[config.mk]
export PLATFORM = sky130hd
export DESIGN_NAME = fw_feeder
export DESIGN_NICKNAME = d
export VERILOG_FILES = /design/src/rtl/fw_feeder.sv
export SDC_FILE = /design/constraint.sdc
export NUM_CORES = 1
export LEC_CHECK = 0
export BUFFER_PORTS_ARGS = -buffer_cell sky130_fd_sc_hd__clkbuf_2
export CORE_MARGIN = 2
export CORE_UTILIZATION = 60
export DETAILED_ROUTE_END_ITERATION = 12
export PLACE_DENSITY = 0.78
export SYNTH_ARGS = -nofsm -noshare
export SYNTH_HDL_FRONTEND = slang
export SYNTH_SLANG_ARGS = --single-unit
[constraint.sdc]
create_clock -name clk -period 4.59 [get_ports clk]
set_clock_uncertainty 0.05 [all_clocks]
set_input_delay 1.1475 -clock clk [delete_from_list [all_inputs] [get_ports clk]]
set_output_delay 1.1475 -clock clk [all_outputs]
set_load 0.01 [all_outputs]
[src/rtl/fw_feeder.sv]
// Packs a row-major stream of DW-bit distance elements into 64-bit words and
// feeds them to fw through a small tagged FIFO, honouring fw's inhibit.
module fw_feeder #(
  parameter int DW         = 16,
  parameter int LANES      = 4,
  parameter int N          = 8,
  parameter int FIFO_DEPTH = 4
) (
  input  logic          clk,
  input  logic          reset,
  input  logic [DW-1:0] elem_in,
  input  logic          elem_valid,
  output logic          elem_ready,
  input  logic [1:0]    phase_in,
  input  logic          inhibit,
  output logic [63:0]   outD,
  output logic          out_valid,
  output logic [1:0]    phase,
  output logic          mat_start,
  output logic          mat_done,
  output logic          busy
);

  localparam int WPM = N * N / LANES;
  localparam int LW  = (LANES > 1) ? $clog2(LANES) : 1;
  localparam int WW  = (WPM > 1) ? $clog2(WPM) : 1;
  localparam int AW  = $clog2(FIFO_DEPTH);
  localparam logic [LW-1:0] LANE_LAST = LW'(LANES - 1);
  localparam logic [WW-1:0] WORD_LAST = WW'(WPM - 1);

  logic [LW-1:0] r_lane_cnt;
  logic [WW-1:0] r_word_cnt;
  logic [63:0]   r_acc;
  logic [1:0]    r_phase_cur;
  logic          r_ready_en;
  logic [AW:0]   r_wr_ptr;
  logic [AW:0]   r_rd_ptr;
  logic [63:0]   r_mem_data [FIFO_DEPTH];
  logic [3:0]    r_mem_tag  [FIFO_DEPTH];
  logic [63:0]   r_out_data;
  logic          r_out_valid;
  logic [1:0]    r_out_phase;
  logic          r_out_start;
  logic          r_out_done;

  logic          w_full;
  logic          w_empty;
  logic          w_last_lane;
  logic          w_accept;
  logic          w_push;
  logic          w_pop;
  logic          w_first_elem;
  logic [1:0]    w_phase_word;
  logic [63:0]   w_word;
  logic [3:0]    w_tag;

  assign w_full       = (r_wr_ptr[AW] != r_rd_ptr[AW]) &&
                        (r_wr_ptr[AW-1:0] == r_rd_ptr[AW-1:0]);
  assign w_empty      = (r_wr_ptr == r_rd_ptr);
  assign w_last_lane  = (r_lane_cnt == LANE_LAST);

  // Handshake: an element transfers on a rising edge where elem_valid && elem_ready.
  // Only the completing lane waits on FIFO space, judged from registered pointers,
  // so a pop on the same edge never frees that slot and inhibit stays off this path.
  assign elem_ready   = r_ready_en && (!w_last_lane || !w_full);
  assign w_accept     = elem_valid && elem_ready;
  assign w_push       = w_accept && w_last_lane;
  assign w_pop        = !inhibit && !w_empty;
  assign w_first_elem = (r_word_cnt == '0) && (r_lane_cnt == '0);
  assign w_phase_word = w_first_elem ? phase_in : r_phase_cur;
  assign w_tag        = {(r_word_cnt == '0), (r_word_cnt == WORD_LAST), w_phase_word};

  always_comb begin
    w_word = r_acc;
    w_word[DW*(LANES-1) +: DW] = elem_in;
  end

  always_ff @(posedge clk or negedge reset) begin
    if (!reset) begin
      r_ready_en  <= 1'b0;
      r_lane_cnt  <= '0;
      r_word_cnt  <= '0;
      r_acc       <= '0;
      r_phase_cur <= '0;
    end else begin
      r_ready_en <= 1'b1;
      if (w_accept) begin
        if (w_first_elem) begin
          r_phase_cur <= phase_in;
        end
        if (w_last_lane) begin
          r_lane_cnt <= '0;
          r_acc      <= '0;
          r_word_cnt <= (r_word_cnt == WORD_LAST) ? '0 : r_word_cnt + 1'b1;
        end else begin
          r_lane_cnt <= r_lane_cnt + 1'b1;
          r_acc[DW*int'(r_lane_cnt) +: DW] <= elem_in;
        end
      end
    end
  end

  // Storage needs no reset: only entries between the pointers are ever read.
  always_ff @(posedge clk) begin
    if (w_push) begin
      r_mem_data[r_wr_ptr[AW-1:0]] <= w_word;
      r_mem_tag[r_wr_ptr[AW-1:0]]  <= w_tag;
    end
  end

  always_ff @(posedge clk or negedge reset) begin
    if (!reset) begin
      r_wr_ptr    <= '0;
      r_rd_ptr    <= '0;
      r_out_data  <= '0;
      r_out_valid <= 1'b0;
      r_out_phase <= '0;
      r_out_start <= 1'b0;
      r_out_done  <= 1'b0;
    end else begin
      if (w_push) begin
        r_wr_ptr <= r_wr_ptr + 1'b1;
      end
      if (w_pop) begin
        r_rd_ptr    <= r_rd_ptr + 1'b1;
        r_out_data  <= r_mem_data[r_rd_ptr[AW-1:0]];
        r_out_phase <= r_mem_tag[r_rd_ptr[AW-1:0]][1:0];
        r_out_start <= r_mem_tag[r_rd_ptr[AW-1:0]][3];
        r_out_done  <= r_mem_tag[r_rd_ptr[AW-1:0]][2];
        r_out_valid <= 1'b1;
      end else begin
        r_out_valid <= 1'b0;
        r_out_start <= 1'b0;
        r_out_done  <= 1'b0;
      end
    end
  end

  assign outD      = r_out_data;
  assign out_valid = r_out_valid;
  assign phase     = r_out_phase;
  assign mat_start = r_out_start;
  assign mat_done  = r_out_done;
  assign busy      = (r_lane_cnt != '0) || (r_word_cnt != '0) || !w_empty;

endmodule

### Word-level counts from Yosys, hierarchy flattened

Memory sizes are Yosys's and may differ from the RTL's. A register that Yosys moved wholly into a read port is not among the register bits.
Cells that the tools add are included.

| cells by class | value |
|---|---|
| $add $sub $neg | 5 |
| multipliers | 0 |
| div/mod/pow operators | 0 |
| $lt $le $gt $ge | 0 |
| equal/unequal tests | 5 |
| shift-type cells | 2 |
| mux-type cells | 10 |
| bitwise logic cells | 0 |
| reduce and logical (&&, ||, !) cells | 19 |

Operators with widths:

| operator | count |
|---|---|
| 64-bit bitwise mux | 1 |
| 64-bit 2-to-1 mux | 1 |
| 16-bit by 33-bit variable shift with 64-bit output (first input constant) | 1 |
| 16-bit by 33-bit indexed part select with 64-bit output | 1 |
| 6-bit negator with 33-bit output | 1 |
| 3-bit by 1-bit adder with 3-bit output (second input constant) | 2 |
| 1-bit logical AND | 6 |
| 1-bit logical NOT | 5 |
| 1-bit 2-to-1 mux | 5 |
| 4-bit by 1-bit adder with 4-bit output (second input constant) | 1 |
| 4-bit equality test (second input constant) | 1 |
| 4-bit logical NOT | 1 |
| 2-bit 2-to-1 mux | 2 |
| 4-bit 2-to-1 mux | 1 |
| 4-bit nonzero test | 1 |
| 3-bit equality test | 1 |
| 1-bit logical OR | 3 |
| 2-bit by 1-bit adder with 2-bit output (second input constant) | 1 |
| 2-bit equality test | 1 |
| 2-bit equality test (second input constant) | 1 |
| 2-bit logical NOT | 1 |
| 2-bit AND reduction | 1 |
| 2-bit nonzero test | 1 |
| 1-bit != test | 1 |

| word-level totals | value |
|---|---|
| bits in registers | 84 |
| latch bits | 0 |
| memory bits (writable) | 272 |
| memory bits (read-only) | 0 |
| bits of input ports | 22 |
| output and inout port bits | 71 |
| logic and storage cells | 54 |
| memories | 2 |

Memories:

| name | words | width | read ports | clocked after Yosys merged registers in | write ports | line | RTL |
|---|---|---|---|---|---|---|---|
| r_mem_data | 4 | 64 | 1 | 1 | 1 | 38 | `logic [63:0] r_mem_data [FIFO_DEPTH];` |
| r_mem_tag | 4 | 4 | 1 | 0 | 1 | 39 | `logic [3:0] r_mem_tag [FIFO_DEPTH];` |

### Depth between registers and ports, before layout

Gate-level depths: netlist of run 1.

| logic depth | value |
|---|---|
| depth after elaboration | 9 |
| depth in mapped cells | 6 |
| gate-level depth less buffers | 6 |

### Worst setup path before layout of run 1

No wires, ideal clock.

| timing | value |
|---|---|
| path type | input to register |
| from | input elem_valid |
| to | memory r_mem_data[0][0], enable pin |
| library setup time | 0.434 ns |
| data arrival time | 3.332 ns |
| data required time | 4.106 ns |
| setup slack | 0.775 ns |
| stages on the path | 4 |
| path buffers | 1 |
| cell sequence | nand3_1 -> a31oi_1 -> buf_2 -> and2_1 |

| between the ends | value |
|---|---|
| cells in the longest elaborated chain, start to end | 4 |

Ends and longest elaborated chain:

| what | line | RTL |
|---|---|---|
| start: declaration | 12 | `input logic elem_valid,` |
| 1-bit logical AND | 66 | `assign w_accept = elem_valid && elem_ready;` |
| 1-bit logical AND | 67 | `assign w_push = w_accept && w_last_lane;` |
| 1-bit 2-to-1 mux | 105 | `if (w_push) begin` |
| 1-bit 2-to-1 mux (not written as such) | 106 | `r_mem_data[r_wr_ptr[AW-1:0]] <= w_word;` |
| end: declaration | 38 |  |

No other way between the ends.

### Final worst setup path of run 1

| timing | value |
|---|---|
| from | register r_rd_ptr[0] |
| to | output elem_ready |

| between the ends | value |
|---|---|
| cells in the longest elaborated chain, start to end | 5 |

Ends and longest elaborated chain:

| what | line | RTL |
|---|---|---|
| start: declaration | 37 | `logic [AW:0] r_rd_ptr;` |
| start signal: assignment | 125 | `r_rd_ptr <= r_rd_ptr + 1'b1;` |
| 2-bit equality test | 58 | `(r_wr_ptr[AW-1:0] == r_rd_ptr[AW-1:0]);` |
| 1-bit logical AND | 57 | `assign w_full = (r_wr_ptr[AW] != r_rd_ptr[AW]) &&` |
| 1-bit logical NOT | 65 | `assign elem_ready = r_ready_en && (!w_last_lane \|\| !w_full);` |
| 1-bit logical OR | 65 |  |
| 1-bit logical AND | 65 |  |
| end: declaration | 13 | `output logic elem_ready,` |

No other way between the ends.

==> results of run 1 <==
-- routing by layer --
layer  share of wire, %  routed length (microns)  global-route usage (%)  vias to the layer above
met1                 41                    12100                    33.2                     3801
met3                6.5                     1920                    4.20                       43
li1                   -                        -                       -                     3026
met2                 50                    14900                    38.4                      292
met4                1.9                      567                    6.52                        0
met5                  0                        0                       0                        -
-- cells in the final DEF (no fill, tap or decap), types with 3 or more instances in the layout --
master,n
a22o_1,48
and2_1,4
and2_2,4
buf_12,4
buf_4,11
bufinv_16,5
clkbuf_1,8
clkbuf_16,39
clkbuf_2,91
clkinv_1,9
clkinv_2,5
dfrtp_1,130
edfxtp_1,272
ha_1,12
inv_1,6
mux2_1,6
mux2_2,66
mux4_2,68
nand2_1,7
nor2_1,3
o21ai_0,3
xnor2_1,4
xor2_1,3
-- kinds of logic (layout without fill, tap and decap cells) --
family,count (synthesis),after routing
flops,404,404
mux,140,140
compound gates,59,59
buf+inv,38,183
simple gates,30,30
fa+ha+maj,12,12
xor+xnor,9,9
other cells,1,1
-- layout make-up --
type | instances | area, sq um | area share, %
clock buffers | 48 | 1020 | 5.96
clock inverters | 22 | 234 | 1.37
inverters | 6 | 22.5 | 0.132
multi-input cells | 251 | 3340 | 19.5
flip-flops and latches | 404 | 11500 | 67.0
well taps | 324 | 405 | 2.37
repair buffers | 107 | 629 | 3.68
-- final timing paths --
path / start / endpoint / slack [ns] / depth (start not counted)
worst min register to register: outD[8] / outD[8] / 0.45 / 1
worst max register to register: r_rd_ptr[0] / r_mem_data[3][18] / 1.64 / 5
max in group asynchronous: reset / out_valid / 2.90 / 2
min in group asynchronous: reset / outD[29] / 0.66 / 1
worst max-delay path: r_rd_ptr[0] / elem_ready / 1.01 / 4
worst min-delay path: outD[8] / outD[8] / 0.45 / 1
-- critical path: stages (launching register included) --
cell and delay (ns):
dfrtp_4 0.91, xnor2_2 0.25, nand4_2 0.27, and2_1 0.26, clkbuf_2 0.13
-- stage by stage --
| step | power [mW] | cells |
|---|---|---|
| final | 11.2 | 1162 |
| after global routing | 11.7 | 1162 |
| after CTS | 11.3 | 1162 |
| after detailed placement | 8.13 | 1092 |
| after global placement | 7.96 | 1092 |
| after floorplan | 7.23 | 693 |
-- Yosys cell counts (4+ instances only) --
cell | instances | share of area (%)
a22o_1 | 48 | 2.8
and2_1 | 8 | 0.33
buf_2 | 8 | 0.27
buf_6 | 13 | 0.97
clkbuf_1 | 6 | 0.15
dfrtp_1 | 132 | 22
edfxtp_1 | 272 | 54
ha_1 | 12 | 1.0
inv_1 | 6 | 0.15
mux2_1 | 6 | 0.45
mux2_2 | 66 | 4.9
mux4_2 | 68 | 10
nand2_1 | 7 | 0.17
xnor2_1 | 4 | 0.23
-- power groups by stage --
stage | combinational (mW) | clock (mW) | sequential (mW)
detailed placement | 2.73 | 0 | 5.40
finish | 2.71 | 3.14 | 5.33
floorplan | 1.91 | 0 | 5.31
global route | 2.92 | 3.32 | 5.44
CTS | 2.76 | 3.19 | 5.34
global placement | 2.65 | 0 | 5.31
-- flip-flops by register name (all words and copies together), names as in the netlist --
register     cells
r_word_cnt       4
out_valid        1
r_mem_tag       16
outD            64
r_acc           48
phase            2
r_ready_en       1
mat_start        1
r_wr_ptr         3
r_rd_ptr         3
r_mem_data     256
mat_done         1
r_lane_cnt       2
r_phase_cur      2
==> run summary, run 1 <==
The flow ran to the end, and the final reports show no timing, DRC or antenna violations. Summing the areas of all xor and xnor instances in the mapped netlist gives less than 1% of the synthesized area. The floorplan has 57 rows. In this run the power density over the cells is approximately 650 mW/mm^2. Of the cells placed in the final design, the portion with a size suffix greater than 1 is around 37%. The share of synthesized area occupied by flip-flops and latches came out at approximately three quarters. Subtracting the final worst setup slack from the clock period gives 3.58 ns. The post-synthesis average cell area came out at 21.7 sq um. The count of routing violations after the opening detailed-route iteration came out at 733. The clock network burns between 20% and 30% of the power. The die height came out at between 150 and 200 microns.

The detail-routed net length per standard cell is about 25 microns. The insertion delay of the later-clocked pin in the worst-skew pair came out at 0.52 ns. The synthesized netlist contains 36 unique library cells.

The data required time at the worst endpoint is approximately 3.4 ns. The total congestion overflow after global routing is 0. The initial cell density of the core came out at between 60% and 70%.

TritonCTS built the clock tree. The area of the die came out at 0.0264 sq mm. The total vias in the final route came out at between 7k and 8k.

The count of flip-flops with a built-in enable after synthesis is approximately 270. Static timing analysis puts the maximum clock frequency at roughly 280 MHz. The worst setup path is captured at a primary output. The post-cts repair resize count came out at 0.

The setup fix buffers added after clock tree synthesis is 0. Headroom to the max-slew limit came out at 21.8%. Compared with the post-synthesis result, the final layout area differs by 13.7%. The detailed-route DRC error count is 0. Setup violations remaining at the end of the flow were counted as 0. The congestion estimate from routability-driven global placement came to just under 0.8. The number of top-level pins is 93. Counting the fill cells in the layout gives 1422.

Entering global routing, the biggest net connects 88 pins. In this run the clock root is driven by a clkbuf_16. The maximum count of clock buffers along a single path came out at 3. Setup repair after global routing left no endpoint under its margin. The number of nets with antenna violations after routing is 0. The clock buffer count from CTS came out at 39. The number of input and output port buffers inserted came out at 92.

The global-route total usage across every layer is 23.4%. Of the total synthesized cell area, the portion taken by AND, OR, NAND and NOR gates is 1.38%. The most used flip-flop cell after synthesis is edfxtp_1. The share of flip-flops with an asynchronous set or reset after synthesis came out at between 30% and 40%. The register clock-pin slew on the reported worst setup and hold paths came out at approximately 0.060 ns. After detailed routing, the total wire length is 29.5 mm. The final core area utilization came out at between 70% and 80%. The part of the power in registers is 47.7%. The slew at the pin closest to its max-slew limit is 1.17 ns. Across the run, the number of max-cap violations was 0. Multiplexer cells account for between 10% and 20% of the synthesized area. Cell internal power was estimated by the tool at between 8 and 9 mW. The synthesis-stage register bit count is 404.

Of the total synthesized cell area, the portion taken by full adders, half adders and majority gates is less than 1%. Net switching is 28.2% of the power. The hold buffer count at cts is 0. The peak supply drop is slightly below 0.0004 V. At the placement stage, the worst setup path has a slack of between 1 and 1.5 ns. The total area inside the core boundary comes to 0.0245 sq mm.

The number of sinks handled by clock tree synthesis came out at 404. The final hold violation count came out at 0. The critical path in this run is classified as reg -> out. The detailed placement HPWL is 16.7 mm.

The via count of the first global-routing pass is ~7.6k. Hold timing on the final database bottoms out at a slack of between 0.4 and 0.5 ns. The total net switching power came out at 3.15 mW. The dominant combinational cell family by area after synthesis is multiplexers. For the worst setup path, the data arrival time is roughly 2.4 ns.

Summing all non-filler instances in the final layout gives an area of 0.0171 sq mm. The path type of the worst min-delay path is reg -> reg. The critical-path maximum fanout came out at 36. The total inserted antenna cells came out at 0. The detailed-route vias per instance came out at approximately 6.2.

During synthesis, Yosys emitted a total of 0 warnings. The initial antenna violation count came out at 0. Setup total negative slack on the finished layout was measured at 0 ns. The post-synthesis net count came out at between 700 and 800.

The die outline width came out at about 160 microns. The total number of H-tree levels came out at 2. Summed over all cells, the static leakage comes to ~6.4 nW. The post-place instance area came out at roughly 0.016 sq mm. STA classifies the critical path startpoint as a flop. In the finished design, the share of the clock period the worst path needs comes to 78.0%. The count of pins over their slew limit is 0. Summing the areas of all compound-gate instances in the mapped netlist gives under 10% of the synthesized area. The part of the total power dissipated in combinational logic came out at between 20% and 30%. Setup slack closes at just over 1 ns. The synthesized netlist occupies a cell area of 0.0151 sq mm. The first-pass GRT wire length came out at 45.5 mm.

The cell count after synthesis is 693. The layout net count came out at 843. The number of detailed-route iterations in the first pass came out at 5.
(Power assumes the default switching activity.)
==> run 2, diff against run 1 <==
Settings changed: CORE_UTILIZATION 60 to 54, PLACE_DENSITY 0.78 to 0.74.
Clock period 4.59 ns to 3.2 ns, I/O delays scaled along.
==> run summary, run 2 (synthesis results as in run 1) <==
The number of fill cells is between 1.5k and 2k. Along the worst path, the maximum fanout reaches 5. The initialized floorplan defines 61 standard-cell rows. Counting along the longest clock path gives a buffer depth of 3. The arrival time of the worst setup path came out at 2.05 ns. 93 I/O pins were placed.

After clock tree synthesis, the clock-pin slew on the worst setup and hold paths is 0.06 ns. The minimum clock period came out at between 2 and 3 ns. The routability congestion estimate from global placement is approximately 0.83.

The post-place instance area is roughly 0.016 sq mm. The worst setup path endpoint is busy. The global-route met1 utilization came out at between 20% and 30%. In the layout the commonest cells are edfxtp_1, dfrtp_1, clkbuf_2, mux4_2, mux2_2. The type of element launching the critical path is a flop. The fraction of final layout cells sized beyond drive strength 1 is a little under two fifths. Timing would allow up to roughly 340 MHz. The routed wire length is about 29 mm. The synthesis-to-finish area growth is 14.8%. The final clock period utilization by the worst path came out at between 90% and 100%.

The total power per unit cell area is 929 mW/mm^2. The detailed-route DRC error count came out at 0. Setup repair after global routing left no endpoint under its margin.

TritonCTS built the clock tree. The initial antenna violation count is 0. The area of the die is between 0.02 and 0.03 sq mm. TritonCTS created 40 clock buffers. Data on the critical path is required at its endpoint by 2.35 ns. CTS built an H-tree with a depth of 2. The worst slack at placement came out at ~0.66 ns. From left edge to right edge, the die measures about 170 microns. The placeable core region is ~0.028 sq mm.

Measured in cells, the most critical reg-to-reg path has a length of 5. After global routing, the most crowded layer is met2. The cell area after layout is ~0.017 sq mm.

The worst register-to-register path ends at r_mem_tag[2][3]. The total inserted antenna cells came out at 0. The tool flagged a number of max-cap violations equal to 0. The flow ran to the end, and the final reports show no timing, DRC or antenna violations. The number of nets with antenna violations after routing is 0.

The setup fix buffers added after clock tree synthesis is 0. After layout, the worst setup slack is ~0.30 ns. The number of sinks handled by clock tree synthesis is around 400.

The via count of the first global-routing pass is roughly 7.4k. The count of endpoints failing setup in the final report came out at 0. The net count of the finished layout is about 850.

The number of input and output port buffers inserted is 92. In this run the register-to-register setup slack is 0.87 ns. The initial cell density of the core came out at a little over half. The detail-routed net length per standard cell is around 24 microns. For this run, global-route usage on met3 was measured as around 3.6%.

The count of pins over their slew limit came to 0. The pin count of the biggest net entering global routing came out at approximately 70. In this run the critical register-to-register path is launched from r_lane_cnt[0]. The number of detailed-route iterations in the first pass is 4. The count of routing violations after the opening detailed-route iteration is between 500 and 600. STA classifies the critical path endpoint as a primary output. The insertion delay of the later-clocked pin in the worst-skew pair is ~0.53 ns.

The register with the most flip-flops in the layout has 256 of them. Summing over every cut layer, the via total after detailed routing is ~7.1k. The slew at the pin closest to its max-slew limit is approximately 1.1 ns. Detailed placement finished with a half-perimeter wire length of about 17 mm. In this run, post-CTS hold repair placed 0 buffers. In the routed layout, each cell is associated on average with a via count of about 5.8. The global-route total usage across every layer came out at a little over a fifth. The most critical setup path has its startpoint at r_word_cnt[1]. The critical path is of the reg -> out type. The peak supply drop came out at roughly 0.00077 V.

The met2 usage in global routing is 34.8%. The total negative slack for setup checks is 0 ns. The first-pass GRT wire length came out at about 45 mm.

The library cell used most frequently in the layout, excluding fill and tap cells, is edfxtp_1. The root buffer cell is clkbuf_16. The total congestion overflow after global routing came out at 0.

The die height is 171 microns. In this run the static leakage power is 6.43 nW. The headroom to the max-slew limit is roughly a quarter.

The tightest min-delay check is of the in -> async type. The final hold violation count came out at 0.
[run 2: changes by cell type in the layout (fill, tap and decap cells not counted)]
cell        delta
bufinv_16      -4
clkbuf_16      +4
clkinv_1       -4
clkinv_2       +4
clkbuf_8       +3
buf_12         +2
clkinvlp_4     +2
buf_4          +1
clkinv_4       -1
clkinv_8       +1
inv_6          -1
nor3b_1        -1
nor3b_2        +1
[run 2: layer usage]
| metal | share of wire, % | wire length [microns] | vias to the layer above |
|---|---|---|---|
| met5 | 0 | 0 | - |
| li1 | - | - | 3039 |
| met3 | 6.0 | 1760 | 52 |
| met2 | 51 | 15000 | 274 |
| met4 | 2.0 | 580 | 0 |
| met1 | 41 | 12100 | 3736 |
[run 2: how the worst min path moves through the flow]
stage                              start        endpoint  cells after the start
after floorplan           r_phase_cur[0]  r_phase_cur[0]                      1
after global placement           outD[8]         outD[8]                      1
after detailed placement         outD[7]         outD[7]                      1
after CTS                          reset        outD[27]                      1
after global routing               reset        outD[27]                      1
final                              reset        outD[27]                      1
[run 2: stage by stage]
stage	power, mW	hold slack (ns)	std cells	utilization (%)
5_1_grt	16.8	0.222	1223	62.6
6_report	16.1	0.177	1223	62.6
4_1_cts	16.2	0.211	1223	62.5
3_5_place_dp	11.7	0.437	1149	57.9
2_1_floorplan	10.4	0.425	693	-
3_3_place_gp	11.5	0.422	1149	57.9
[run 2: power breakdown]
group,switching (mW),internal [mW]
logic,1.97,2.06
clock network,1.89,2.63
registers,0.677,6.82
[run 2: what timing repair did]
action | 4_1_cts | 5_1_grt
hold endpoints to repair | 0 | 0
endpoints found under the setup margin | 0 | 1
resized for setup | 0 | 1
[run 2: cell type report]
cell class | count | area, sq um | share of cell area [%]
repair buffers | 110 | 677 | 3.92
clock inverters | 19 | 133 | 0.767
multi-input cells | 251 | 3340 | 19.3
well taps | 378 | 473 | 2.74
clock buffers | 55 | 1160 | 6.72
flip-flops and latches | 404 | 11500 | 66.4
inverters | 6 | 22.5 | 0.130
[run 2: critical path, cell delays in order, from the launching register on]
cell and delay (ns):
dfrtp_1 0.42, inv_1 0.10, ha_1 0.15, nor3b_2 0.28, and2_1 0.26, nand4_1 0.15, clkbuf_2 0.17
==> run 3, diff against run 2 <==
Settings changed: CELL_PAD_IN_SITES_DETAIL_PLACEMENT set to 0, CELL_PAD_IN_SITES_GLOBAL_PLACEMENT set to 2, CORE_UTILIZATION 54 to 40, PLACE_DENSITY 0.74 to 0.7.
==> run summary, run 3 (synthesis results as in run 1) <==
The CTS tree is done. The total inserted antenna cells came out at 0. STA classifies the critical path startpoint as a flop.

In this run the core area contains 71 standard-cell rows. The area of the die is 0.0392 sq mm. The setup fix buffers added after clock tree synthesis came out at 0. The share of total power dissipated in sequential elements is 45.8%.

The clock power share came out at 29.4%. The initial antenna violation count is 1. The highest clock rate came out at roughly 340 MHz. The detailed-route vias per instance came out at between 5 and 6.

The number of fill cells came out at 3083. The switching share of power came out at 28.3%. Walking the worst path, the cells encountered are inv_1 > ha_1 > nor3b_2 > and2_1 > nand4_1 > clkbuf_2. In the layout the commonest cells are edfxtp_1, dfrtp_1, clkbuf_2, mux4_2, mux2_2. For this block, the initial DRC count from the detailed router was a little under 500. Per report_power, the combinational group accounts for between 20% and 30% of the total. The total vias in the final route came out at between 7k and 8k.

Hold timing on the final database bottoms out at a slack of 0.207 ns. The first-pass GRT wire length is around 47 mm. The global-route total usage across every layer came out at about 16%. The maximum count of clock buffers along a single path is 3.

The final clock period utilization by the worst path came out at about 90%. The critical path depth in cells came out at 6. The count of endpoints failing setup in the final report came out at 0. The total power per unit cell area is 932 mW/mm^2. The slew at the pin closest to its max-slew limit came out at 1.08 ns. The internal power of the cells totals approximately 12 mW. The clock buffer count from CTS is 42. During I/O placement, the number of pins put on the boundary was 93. The register with the most flip-flops in the layout has roughly 260 of them. Headroom to the max-slew limit came out at between 20% and 30%.

The analysis attributes to cell leakage a power of about 6.5 nW. The hold buffer count at cts is 0. The critical path buffer and inverter count came out at 2. Max-cap violations in this run came to 0. The number of input and output port buffers inserted is 92. The minimum clock period is between 2 and 3 ns. On the worst path, the slowest cell contributes a delay of between 0.4 and 0.5 ns. At the later pin of the worst-skew pair, clock insertion delay measures ~0.53 ns. The data required time at the worst endpoint is roughly 2.4 ns. The worst setup path is captured at a primary output. The initial cell density of the core came out at 40.3%. The total negative slack for setup checks came out at 0 ns. The detailed-route DRC error count is 0. The run finished with clean final reports. The final hold violation count is 0. The analysis attributes to net switching a power of 4.64 mW. The total number of H-tree levels is 2. The detail-routed net length per standard cell is about 23 microns. After clock tree synthesis, the repair step resized 0 gates.

The layout net count came out at roughly 850. The count of pins over their slew limit is 0. The path type of the worst min-delay path is in -> async.

Grouping stages by cell kind, the critical path spends the most delay in simple AND/OR/NAND/NOR gates. The routability congestion estimate from global placement came out at ~0.73. The synthesis-to-finish area growth came out at 16.7%.

The peak supply drop came out at roughly 0.00064 V. Entering global routing, the biggest net connects between 70 and 80 pins. The largest individual stage delay along the critical path comes from the cell dfrtp_1. The critical-path maximum fanout is 5. The total congestion overflow after global routing is 0. The number of detailed-route iterations in the first pass is 7. The critical path is of the reg -> out type. In this run the remaining antenna-violating nets after routing total 0. The placeable core region is around 0.037 sq mm. Setup repair after global routing left no endpoint under its margin. The register clock-pin slew on the reported worst setup and hold paths came out at approximately 0.06 ns. The leading cell type in the layout, fill and taps excluded is edfxtp_1. The die height is 198 microns. After detailed routing, the total wire length is slightly above 30 mm.

The die outline width is around 200 microns. The root buffer cell is clkbuf_16. Cells with a size suffix above 1 make up 38.6% of the layout. The arrival time of the worst setup path is around 2.1 ns. Counting cells, the worst reg-to-reg path comes to 6. The via count of the first global-routing pass came out at 7405. Counting every sink on the clock net gives roughly 400. The detailed placement HPWL is ~19 mm.
[run 3: changes by cell type in the layout (fill, tap and decap cells not counted), sizes merged]
cell	before	now
bufinv	1	4
clkbuf	146	145
clkinv	15	18
clkinvlp	3	1
inv	6	7
[run 3: cell type report]
class	instances	area, sq um	share of cell area [%]
multi-input combinational	251	3340	19.0
inverter	6	22.5	0.128
timing repair buffer	110	702	3.99
sequential	404	11500	65.3
tap	511	639	3.64
clock buffer	54	1140	6.47
clock inverter	24	258	1.47
[run 3: routing by layer]
layer	GRT usage [%]	share of wire, %
met1	22.4	43
met2	26.3	49
met3	2.73	5.7
met4	4.51	2.3
met5	0	0
[run 3: worst paths after layout]
kind | start | slack (ns) | endpoint
min reg2reg | outD[7] | 0.44 | outD[7]
min in group clk | outD[7] | 0.44 | outD[7]
max in group asynchronous | reset | 2.16 | r_word_cnt[2]
max | r_word_cnt[0] | 0.26 | busy
max reg2reg | r_lane_cnt[0] | 0.91 | r_mem_data[2][59]
min | reset | 0.21 | r_acc[24]
[run 3: stage by stage]
step | util (%) | instance area [sq um] | instances | power (mW) | worst slack [ns]
after global routing | 47.0 | 17600 | 1360 | 17.2 | 0.121
after global placement | 43.3 | 16200 | 1282 | 11.6 | 0.658
final | 47.0 | 17600 | 1360 | 16.4 | 0.264
after floorplan | - | 15100 | 693 | 10.4 | 0.478
after detailed placement | 43.3 | 16200 | 1282 | 11.8 | 0.583
after CTS | 47.0 | 17600 | 1360 | 16.6 | 0.0186
[run 3: power by group through the flow]
stage / logic (mW) / registers (mW) / clock network (mW)
finish: 4.07 / 7.50 / 4.81
global placement: 4.11 / 7.54 / 0
floorplan: 2.75 / 7.61 / 0
CTS: 4.19 / 7.51 / 4.92
global route: 4.43 / 7.64 / 5.14
detailed placement: 4.17 / 7.61 / 0
[run 3: worst reg2reg max path, stage by stage (launching register included)]
cell	delay (ns)
dfrtp_1	0.43
ha_1	0.31
nand3_1	0.11
a31oi_1	0.16
buf_4	0.20
and2_2	0.29
buf_4	0.38
